[src/rtl/pa_pkg.sv]
// Shared types and limits for the priority arbiter.
package pa_pkg;

    typedef enum logic {
        IDLE  = 1'b0,
        GRANT = 1'b1
    } pa_state_e;

    localparam int PA_N_MIN = 2;
    localparam int PA_N_MAX = 32;

endpackage

[src/rtl/pa_prio_core.sv]
// Combinational highest-set-bit finder: idx is the top set bit of vec, found = |vec.
module pa_prio_core
    import pa_pkg::*;
#(
    parameter int N     = 8,
    parameter int IDX_W = $clog2(N)
) (
    input  logic [N-1:0]     vec,
    output logic [IDX_W-1:0] idx,
    output logic             found
);

    // Ascending scan: the last set bit written is the highest one.
    always_comb begin
        idx   = '0;
        found = 1'b0;
        for (int i = 0; i < N; i++) begin
            if (vec[i]) begin
                idx   = IDX_W'(i);
                found = 1'b1;
            end
        end
    end

endmodule

[src/rtl/priority_arbiter.sv]
// Grant-and-hold arbiter: fixed priority (N-1 highest), or round-robin when
// PRIORITY_ARBITER_RR_EN is defined.
module priority_arbiter
    import pa_pkg::*;
#(
    parameter int N     = 8,
    parameter int IDX_W = $clog2(N)
) (
    input  logic             clk,
    input  logic             rst,
    input  logic [N-1:0]     req,
    input  logic             grant_ack,
    output logic             grant_valid,
    output logic [IDX_W-1:0] grant_idx,
    output logic [N-1:0]     grant_onehot,
    output logic             busy
);

    if (N < PA_N_MIN || N > PA_N_MAX) begin : g_bad_n
        $error("priority_arbiter: N out of range");
    end

    pa_state_e        state_q, state_d;
    logic [IDX_W-1:0] grant_idx_q, grant_idx_d;
    logic             transfer;
    logic [N-1:0]     core_vec;
    logic [IDX_W-1:0] core_idx;
    logic [IDX_W-1:0] win_idx;
    logic             win_found;

    assign transfer = (state_q == GRANT) && grant_ack;

`ifdef PRIORITY_ARBITER_RR_EN
    localparam logic [IDX_W-1:0] PTR_TOP = IDX_W'(N - 1);
    localparam logic [IDX_W:0]   N_EXT   = (IDX_W + 1)'(N);

    // Pointer holds the highest-priority index; N-1 reproduces fixed priority.
    logic [IDX_W-1:0] rr_ptr_q, rr_ptr_d;
    logic [IDX_W:0]   rot_amt;
    logic [IDX_W:0]   unrot_raw;

    always_comb begin
        rr_ptr_d = rr_ptr_q;
        if (transfer) begin
            rr_ptr_d = (grant_idx_q == '0) ? PTR_TOP : grant_idx_q - 1'b1;
        end
    end

    // Arbitrate with the post-transfer pointer so back-to-back grants rotate.
    assign rot_amt   = {1'b0, rr_ptr_d} + (IDX_W + 1)'(1);
    assign core_vec  = N'({req, req} >> rot_amt);
    assign unrot_raw = (IDX_W + 1)'(core_idx) + rot_amt;
    assign win_idx   = (unrot_raw >= N_EXT) ? IDX_W'(unrot_raw - N_EXT)
                                            : IDX_W'(unrot_raw);

    always_ff @(posedge clk) begin
        if (rst) begin
            rr_ptr_q <= PTR_TOP;
        end else begin
            rr_ptr_q <= rr_ptr_d;
        end
    end
`else
    assign core_vec = req;
    assign win_idx  = core_idx;
`endif

    pa_prio_core #(
        .N     (N),
        .IDX_W (IDX_W)
    ) u_core (
        .vec   (core_vec),
        .idx   (core_idx),
        .found (win_found)
    );

    always_comb begin
        state_d     = state_q;
        grant_idx_d = grant_idx_q;
        case (state_q)
            IDLE: begin
                if (win_found) begin
                    state_d     = GRANT;
                    grant_idx_d = win_idx;
                end
            end
            GRANT: begin
                if (grant_ack) begin
                    if (win_found) begin
                        grant_idx_d = win_idx;
                    end else begin
                        state_d     = IDLE;
                        grant_idx_d = '0;
                    end
                end
            end
            default: begin
                state_d     = IDLE;
                grant_idx_d = '0;
            end
        endcase
    end

    always_ff @(posedge clk) begin
        if (rst) begin
            state_q     <= IDLE;
            grant_idx_q <= '0;
        end else begin
            state_q     <= state_d;
            grant_idx_q <= grant_idx_d;
        end
    end

    assign grant_valid  = (state_q == GRANT);
    assign grant_idx    = grant_idx_q;
    assign grant_onehot = grant_valid ? (N'(1) << grant_idx_q) : '0;
    assign busy         = (|req) | grant_valid;

endmodule

[config.mk]
export PLATFORM = sky130hd
export DESIGN_NAME = priority_arbiter
export DESIGN_NICKNAME = d
export VERILOG_FILES = /design/src/rtl/pa_pkg.sv /design/src/rtl/pa_prio_core.sv /design/src/rtl/priority_arbiter.sv
export SDC_FILE = /design/constraint.sdc
export NUM_CORES = 1
export LEC_CHECK = 0
export ABC_AREA = 1
export CAP_MARGIN = 25
export CORE_AREA = 2 2 39 41
export DETAILED_ROUTE_END_ITERATION = 7
export DIE_AREA = 0 0 41 43
export SETUP_SLACK_MARGIN = 0.5
export SKIP_LAST_GASP = 1
export SLEW_MARGIN = 40
export SYNTH_ARGS = -nofsm -noshare
export SYNTH_HDL_FRONTEND = slang
export SYNTH_HIERARCHICAL = 1
export SYNTH_SLANG_ARGS = --single-unit
[constraint.sdc]
create_clock -name clk -period 2.18 [get_ports clk]
set_clock_uncertainty 0.05 [all_clocks]
set_input_delay 0.327 -clock clk [delete_from_list [all_inputs] [get_ports clk]]
set_output_delay 0.327 -clock clk [all_outputs]
set_load 0.01 [all_outputs]
Yosys cells after proc, flatten, opt, wreduce, memory -nomap -nowiden:

Index checks and enable logic that the tools add are counted.

* memories: 0
* flip-flop bits (word level): 4
* output and inout port bits: 13
* bits in writable memories: 0
* bits of input ports: 11
* bits in latches: 0
* word-level logic and storage cells: 32
* ROM bits: 0

* shifts and indexed selects: 1
* bitwise gates (word level): 2
* add/subtract/negate cells: 0
* equal/unequal tests: 2
* muxes and demuxes: 23
* magnitude comparators: 0
* $mul: 0
* reduce and logical (&&, ||, !) cells: 2
* divide/modulo/power cells: 0

Operators by type and width (number)
* $mux 3: 7
* $mux 1: 11
* $mux 8: 1
* $reduce_or 8->1: 1
* $shl 1x3->8 const A: 1
* $pmux 3 s2: 1
* $mux 2: 2
* $ne 2x1->1 const B: 1
* $ne 2x2->1 const B: 1
* $pmux 1 s2: 1
* $reduce_and 2->1: 1
* $not 1->1: 1
* $or 1x1->1: 1

Longest topological paths before layout:

Gate-level depths: netlist of the first run.

* depth after elaboration: 11
* gate-level depth with buffers: 9

Hierarchy:

The synthesis of the first run kept the hierarchy.

By module, submodules not included
* priority_arbiter: cells an instance 41, times used 1, area each 250.2 sq um
* pa_prio_core: cells an instance 20, times used 1, area each 77.6 sq um

Worst setup path before layout of the first run:

OpenSTA, ideal clock, no wires.

* kind: reg2out
* start: register state_q, in the netlist grant_valid
* end: output grant_onehot[0]
* data required time: 1.803 ns
* slack: 0.943 ns
* buffers on the path: 0
* arrival: 0.860 ns
* cell stages (with the launch flop): 4
* cell sequence: dfxtp_1 > inv_2 > or2_4 > nor2_2

* word-level cells in the longest chain between the ends: 1

Ends and longest elaborated chain
* start, declared: RTL line priority_arbiter.sv:23 `pa_state_e state_q, state_d;`
* start signal, assigned: RTL line priority_arbiter.sv:109 `state_q <= state_d;`
* $mux 8: RTL line priority_arbiter.sv:116 `assign grant_onehot = grant_valid ? (N'(1) << grant_idx_q) : '0;`
* end, declared: RTL line priority_arbiter.sv:15 `output logic [N-1:0] grant_onehot,`

No other way between the ends.

Worst setup path in the final report of the first run:

Ends and elaborated chain as after synthesis.

==> results.py, run 1 <==
metrics = {
    "route": {
        "drt_first_pass_iters": 3,
        "ant_nets": 0,
        "routed_via_density": 4.30,
        "vias": 443,
        "drt_iter0_markers": 5,
        "drt-total-wl_um": 853,
        "drc": 0,
        "wl_per_cell_um": 8.28,
    },
    "layout": {
        "final_nets": 100,
        "fill_cells": 164,
        "n_antenna_cell": 0,
        "area_growth_syn_to_layout_pct": 84.4,
        "fin_util": 0.437,
        "drive_gt1_frac": 0.138,
        "postLayoutCellArea_um2": 604,
    },
    "logic_synthesis": {
        "mappedNetlistArea_um2": 328,
        "synth_top_area_cell": "dfxtp_1",
        "synth_nets": 72,
        "synth_top_area_share": 0.244,
        "synthCells": 61,
        "synth.ff_latch_count": 4,
        "synth-seq-area-share": 0.244,
        "yosys_warnings": 6,
        "ys_types": 11,
        "synth.area.top_cells": "dfxtp_1 24%, nand2_1 21%, inv_1 11%, nand3_1 11%, nor2_1 10%",
        "synth.avg_cell_area_um2": 5.37,
    },
    "setup_path": {
        "start_kind": "flip-flop",
        "crit_arrival_ns": 1.23,
        "rrSetupSlack_ns": 1.36,
        "cp_max_fo": 6,
        "crit_type": "reg -> out",
        "worst_ep_required_time_ns": 1.80,
        "endpoint_kind": "output pin",
    },
    "die": {
        "rows": 14,
        "core_area_um2": 1380,
        "die_w_um": 41,
        "io_pins": 24,
        "start_util": 0.237,
        "die-area_um2": 1760,
        "fp.dieH_um": 43,
    },
    "global_routing": {
        "track_usage": 0.120,
        "antenna_found_initial": 0,
        "grt_overflow": 0,
        "grt_pass1_wl_um": 1410,
        "grt_max_degree": 7,
        "grt_pass1_vias": 394,
    },
    "clock_network": {
        "postCtsSetupBuffers": 0,
        "path_clk_slew_ns": 0.04,
        "insertion_delay_ns": 0.23,
        "numClockSinks": 4,
        "ctsLongestPathBuffers": 2,
        "tritoncts": "done",
        "htreeDepth": 1,
        "root_buffer": "clkbuf_4",
        "cts_made_buffers": 3,
    },
    "power": {
        "peakVddDrop_mv": 0.180,
        "p_sw_mw": 0.0738,
        "p_leak_nw": 0.340,
        "intPower_mw": 0.183,
        "pwr-share-seq": 0.333,
        "p_clk_frac": 0.351,
        "p_per_area_nw_per_um2": 425,
        "combPwrFrac": 0.316,
        "switching_share": 0.287,
    },
    "status": {
        "status": "complete, no violations",
    },
    "timing": {
        "finalCritPeriodShare": 0.737,
        "tns_ns": 0,
        "hold_viol_final": 0,
        "rsz0062_at_grt": "false",
        "slew_headroom": 0.873,
        "worst_pin_slew_ns": 0.190,
        "drv_slew": 0,
        "fin_crit_ns": 1.61,
        "setup_violations": 0,
        "max_freq_ghz": 0.622,
    },
    "flow_run": {
        "drv_cap": 0,
    },
    "worst_hold_path": {
        "hold_path_class": "reg -> reg",
    },
    "place": {
        "gp_congestion": 0.766,
        "io_buffer_count": 23,
        "hpwlAfterDp_um": 734,
        "postPlaceCellArea_um2": 578,
    },
}
-- synth_stat cells --
library cell and count:
nand3_1 7, inv_2 1, or2_4 1, nand4_1 1, nand2_1 18, nor3_1 2
dfxtp_1 4, nor2_1 9, nor2_2 4, a21oi_1 4, inv_1 10
-- flip-flops by register name, indices dropped and copies added (netlist names) --
signal,flops
grant_valid,1
grant_idx,3
-- power by group through the flow --
stage,clock (mW),sequential (mW),combinational (mW)
after global placement,0,0.0872,0.0859
after CTS,0.0955,0.0857,0.0826
after floorplan,0,0.0888,0.0362
after global routing,0.103,0.0866,0.0919
final,0.0904,0.0855,0.0812
after detailed placement,0,0.0874,0.0864
-- worst max-delay path, stage by stage, from the launching register on --
cell	delay, ns
dfxtp_4	0.37
inv_2	0.04
or2_4	0.25
nor2_2	0.07
dlygate4sd2_1	0.26
-- final cells by class --
class / count / area, um^2 / share of cell area
well taps: 16 / 20.0 / 0.0331
inverters: 11 / 41.3 / 0.0683
repair buffers: 23 / 225 / 0.373
clock buffers: 3 / 22.5 / 0.0373
multi-input cells: 46 / 211 / 0.350
flip-flops and latches: 4 / 83.8 / 0.139
-- per-stage QoR --
step	std cells	hold slack, ns	worst slack (ns)	total power [mW]
after floorplan	61	0.346	0.943	0.125
after global placement	100	0.453	0.271	0.173
after detailed placement	100	0.462	0.211	0.174
after CTS	103	0.467	0.509	0.264
after global routing	103	0.506	0.510	0.282
final	103	0.463	0.573	0.257
-- worst paths after layout --
kind | start | end | cells after the start
min reg2reg | grant_idx[2] | grant_idx[2] | 2
max | grant_valid | grant_onehot[0] | 4
min | grant_idx[2] | grant_idx[2] | 2
max reg2reg | grant_valid | grant_idx[1] | 3
-- cell families after synthesis --
kind of cell,after synthesis,synth area share
and+or+nand+nor,42,0.569
AOI/OAI and AO/OA,4,0.0611
DFF,4,0.244
buffers and inverters,11,0.126
-- cells in the final DEF, fill, tap and decap left out, drive strengths merged --
cell type	n
nand2	18
or2	1
dlymetal6s2s	2
clkdlybuf4s15	1
dlygate4sd2	9
dfxtp	4
clkdlybuf4s50	11
nand4	1
a21oi	4
clkbuf	3
inv	11
nor3	2
nor2	13
nand3	7
-- timing repair --
action                                  in CTS  in global routing
hold buffers                                 0                  0
pin swaps                                    1                  0
endpoints found under the setup margin       9                  1
cloned                                       0                  0
endpoints found under the hold margin        0                  0
gates resized for setup                     15                  2
-- metal layers --
metal | track usage | routed length (um)
met1 | 0.120 | 347
met2 | 0.191 | 426
met3 | 0.0785 | 78
met4 | 0.0400 | 0
met5 | 0 | 0
Power figures use the tool's default switching activity.
==> run 2: changes to the inputs <==
==> constraint.sdc (replaced) <==
create_clock -name clk -period 1.4 [get_ports clk]
set_clock_uncertainty 0.05 [all_clocks]
set_input_delay 0.21 -clock clk [delete_from_list [all_inputs] [get_ports clk]]
set_output_delay 0.21 -clock clk [all_outputs]
set_load 0.01 [all_outputs]
==> run 2 against run 1 <==
Sequential cell count is the same. Global-route usage grew 6.2 points. Combinational power grew to 3.4 times the previous value. Count of clock-buffer cells in the layout grew 1. Final cell count grew 27%. Cell area grew 69%. Critical path depth is the same. Non-clock buffer count grew 27. Core utilization grew 30 points. Sequential share of layout area shrank 4.8 points. Sequential power grew 61%. Power grew 120%. Highest routed layer is now met4.
==> results.py, run 2 (same netlist as run 1, synthesis figures left out) <==
metrics = {
    "status": {
        "status": "complete, no violations",
    },
    "route": {
        "drt_iter0_markers": 1,
        "wl_per_cell_um": 10.4,
        "ant_nets": 0,
        "drt_first_pass_iters": 4,
        "drt-total-wl_um": 1360,
        "drc": 0,
        "vias": 601,
        "routed_via_density": 4.59,
    },
    "place": {
        "numPlacedInstances": 113,
        "hpwlAfterDp_um": 796,
        "io_buffer_count": 23,
        "pre_cts_ws_ns": -0.260,
        "postPlaceCellArea_um2": 731,
        "gp_congestion": 0.718,
    },
    "setup_path": {
        "start_kind": "flip-flop",
        "crit_arrival_ns": 1.09,
        "rrSetupSlack_ns": 0.31,
        "endpoint_kind": "output pin",
        "r2r-end": "grant_idx[0]",
        "ff2ff_path_depth": 7,
        "worst_ep_required_time_ns": 1.14,
        "r2r_start": "grant_valid",
        "cp_max_fo": 4,
        "crit_type": "reg -> out",
    },
    "layout": {
        "postLayoutCellArea_um2": 1020,
        "drive_gt1_frac": 0.783,
        "instances_no_fill": 131,
        "seq_area_um2": 92.6,
        "mostFrequentLayoutCell": "buf_6",
        "largest_reg_flops": 3,
        "final_cell_mix": "26 x buf_6, 10 x nand2_1, 10 x buf_4",
        "fill_cells": 109,
        "final_nets": 127,
        "multi_input_area_um2": 373,
        "n_antenna_cell": 0,
        "area_growth_syn_to_layout_pct": 211,
    },
    "global_routing": {
        "antenna_found_initial": 0,
        "grt_pass1_wl_um": 2130,
        "track_usage": 0.182,
        "grt_max_degree": 6,
        "grt_pass1_vias": 591,
        "grt_overflow": 0,
    },
    "worst_hold_path": {
        "hp-start": "req[5]",
        "hold_path_class": "in -> reg",
        "whs_endpoint": "grant_idx[2]",
        "hold_depth": 7,
    },
    "timing": {
        "rsz0062_at_grt": "true",
        "slew_headroom": 0.844,
        "worst_pin_slew_ns": 0.234,
        "fin_crit_ns": 1.35,
        "timing.final.ws_setup_ns": 0.0491,
        "max_freq_ghz": 0.740,
        "setup_violations": 0,
        "finalCritPeriodShare": 0.965,
        "tns_ns": 0,
        "hold_viol_final": 0,
        "drv_slew": 0,
        "whs_ns": 0.462,
    },
    "clock_network": {
        "cts_made_buffers": 3,
        "root_buffer": "clkbuf_4",
        "htreeDepth": 1,
        "insertion_delay_ns": 0.24,
        "path_clk_slew_ns": 0.04,
        "tritoncts": "done",
        "ctsHoldBuffers": 0,
        "ctsLongestPathBuffers": 2,
        "numClockSinks": 4,
    },
    "die": {
        "die-area_um2": 1760,
        "io_pins": 24,
        "rows": 14,
        "core_area_um2": 1380,
        "start_util": 0.237,
        "fp.dieH_um": 43,
        "die_w_um": 41,
    },
    "flow_run": {
        "drv_cap": 0,
    },
    "power": {
        "p_leak_nw": 0.507,
        "p_per_area_nw_per_um2": 567,
        "peakVddDrop_mv": 0.297,
    },
}
==> run 2: cell count changes in the layout (fill, tap and decap cells not counted), moves of 8 or more <==
cell	previous run	this run
buf_6	0	26
buf_4	0	10
clkdlybuf4s50_1	11	2
dlygate4sd2_1	9	0
nand2_1	18	10
==> run 2: worst max path at each step <==
stage	startpoint	to	slack, ns	depth (start not counted)
6_report	grant_valid	grant_onehot[3]	0.05	4
5_1_grt	grant_valid	grant_onehot[0]	-0.002	4
4_1_cts	grant_valid	grant_onehot[3]	0.02	4
3_5_place_dp	req[4]	busy	-0.26	4
3_3_place_gp	req[4]	busy	-0.26	4
2_1_floorplan	grant_valid	grant_onehot[0]	0.37	3
==> run 2: worst max-delay path, cell delays in order (launching register included) <==
cell,delay (ns)
dfxtp_4,0.34
inv_2,0.04
or2_4,0.27
nor2_4,0.09
buf_6,0.10
==> run 2: final cells by class <==
class | instances | area share
tap | 16 | 0.0197
timing repair buffer | 50 | 0.450
multi-input combinational | 46 | 0.366
clock buffer | 4 | 0.0258
sequential | 4 | 0.0909
inverter | 11 | 0.0479
==> run 2: repair_timing <==
action	in CTS	in global routing
pin swaps	13	11
resized for setup	119	20
endpoints found under the setup margin	17	17
endpoints found under the hold margin	0	0
setup buffers	10	4
==> run 2: routing by layer <==
layer	routed length (um)	global-route usage	share of wire
met4	39	0.120	0.029
met3	87	0.0314	0.064
met2	843	0.366	0.62
met5	0	0	0
met1	390	0.130	0.29
==> run 2: per-stage QoR <==
step,utilization,total power [mW]
floorplan,-,0.212
CTS,0.680,0.549
detailed placement,0.528,0.318
finish,0.736,0.577
global route,0.736,0.617
global placement,0.528,0.317
==> run 2: power by group <==
part           switching [mW]  total [mW]  internal (mW)
logic                   0.123       0.280          0.157
registers              0.0147       0.138          0.123
clock network          0.0523       0.160          0.107
total                   0.190       0.577          0.388
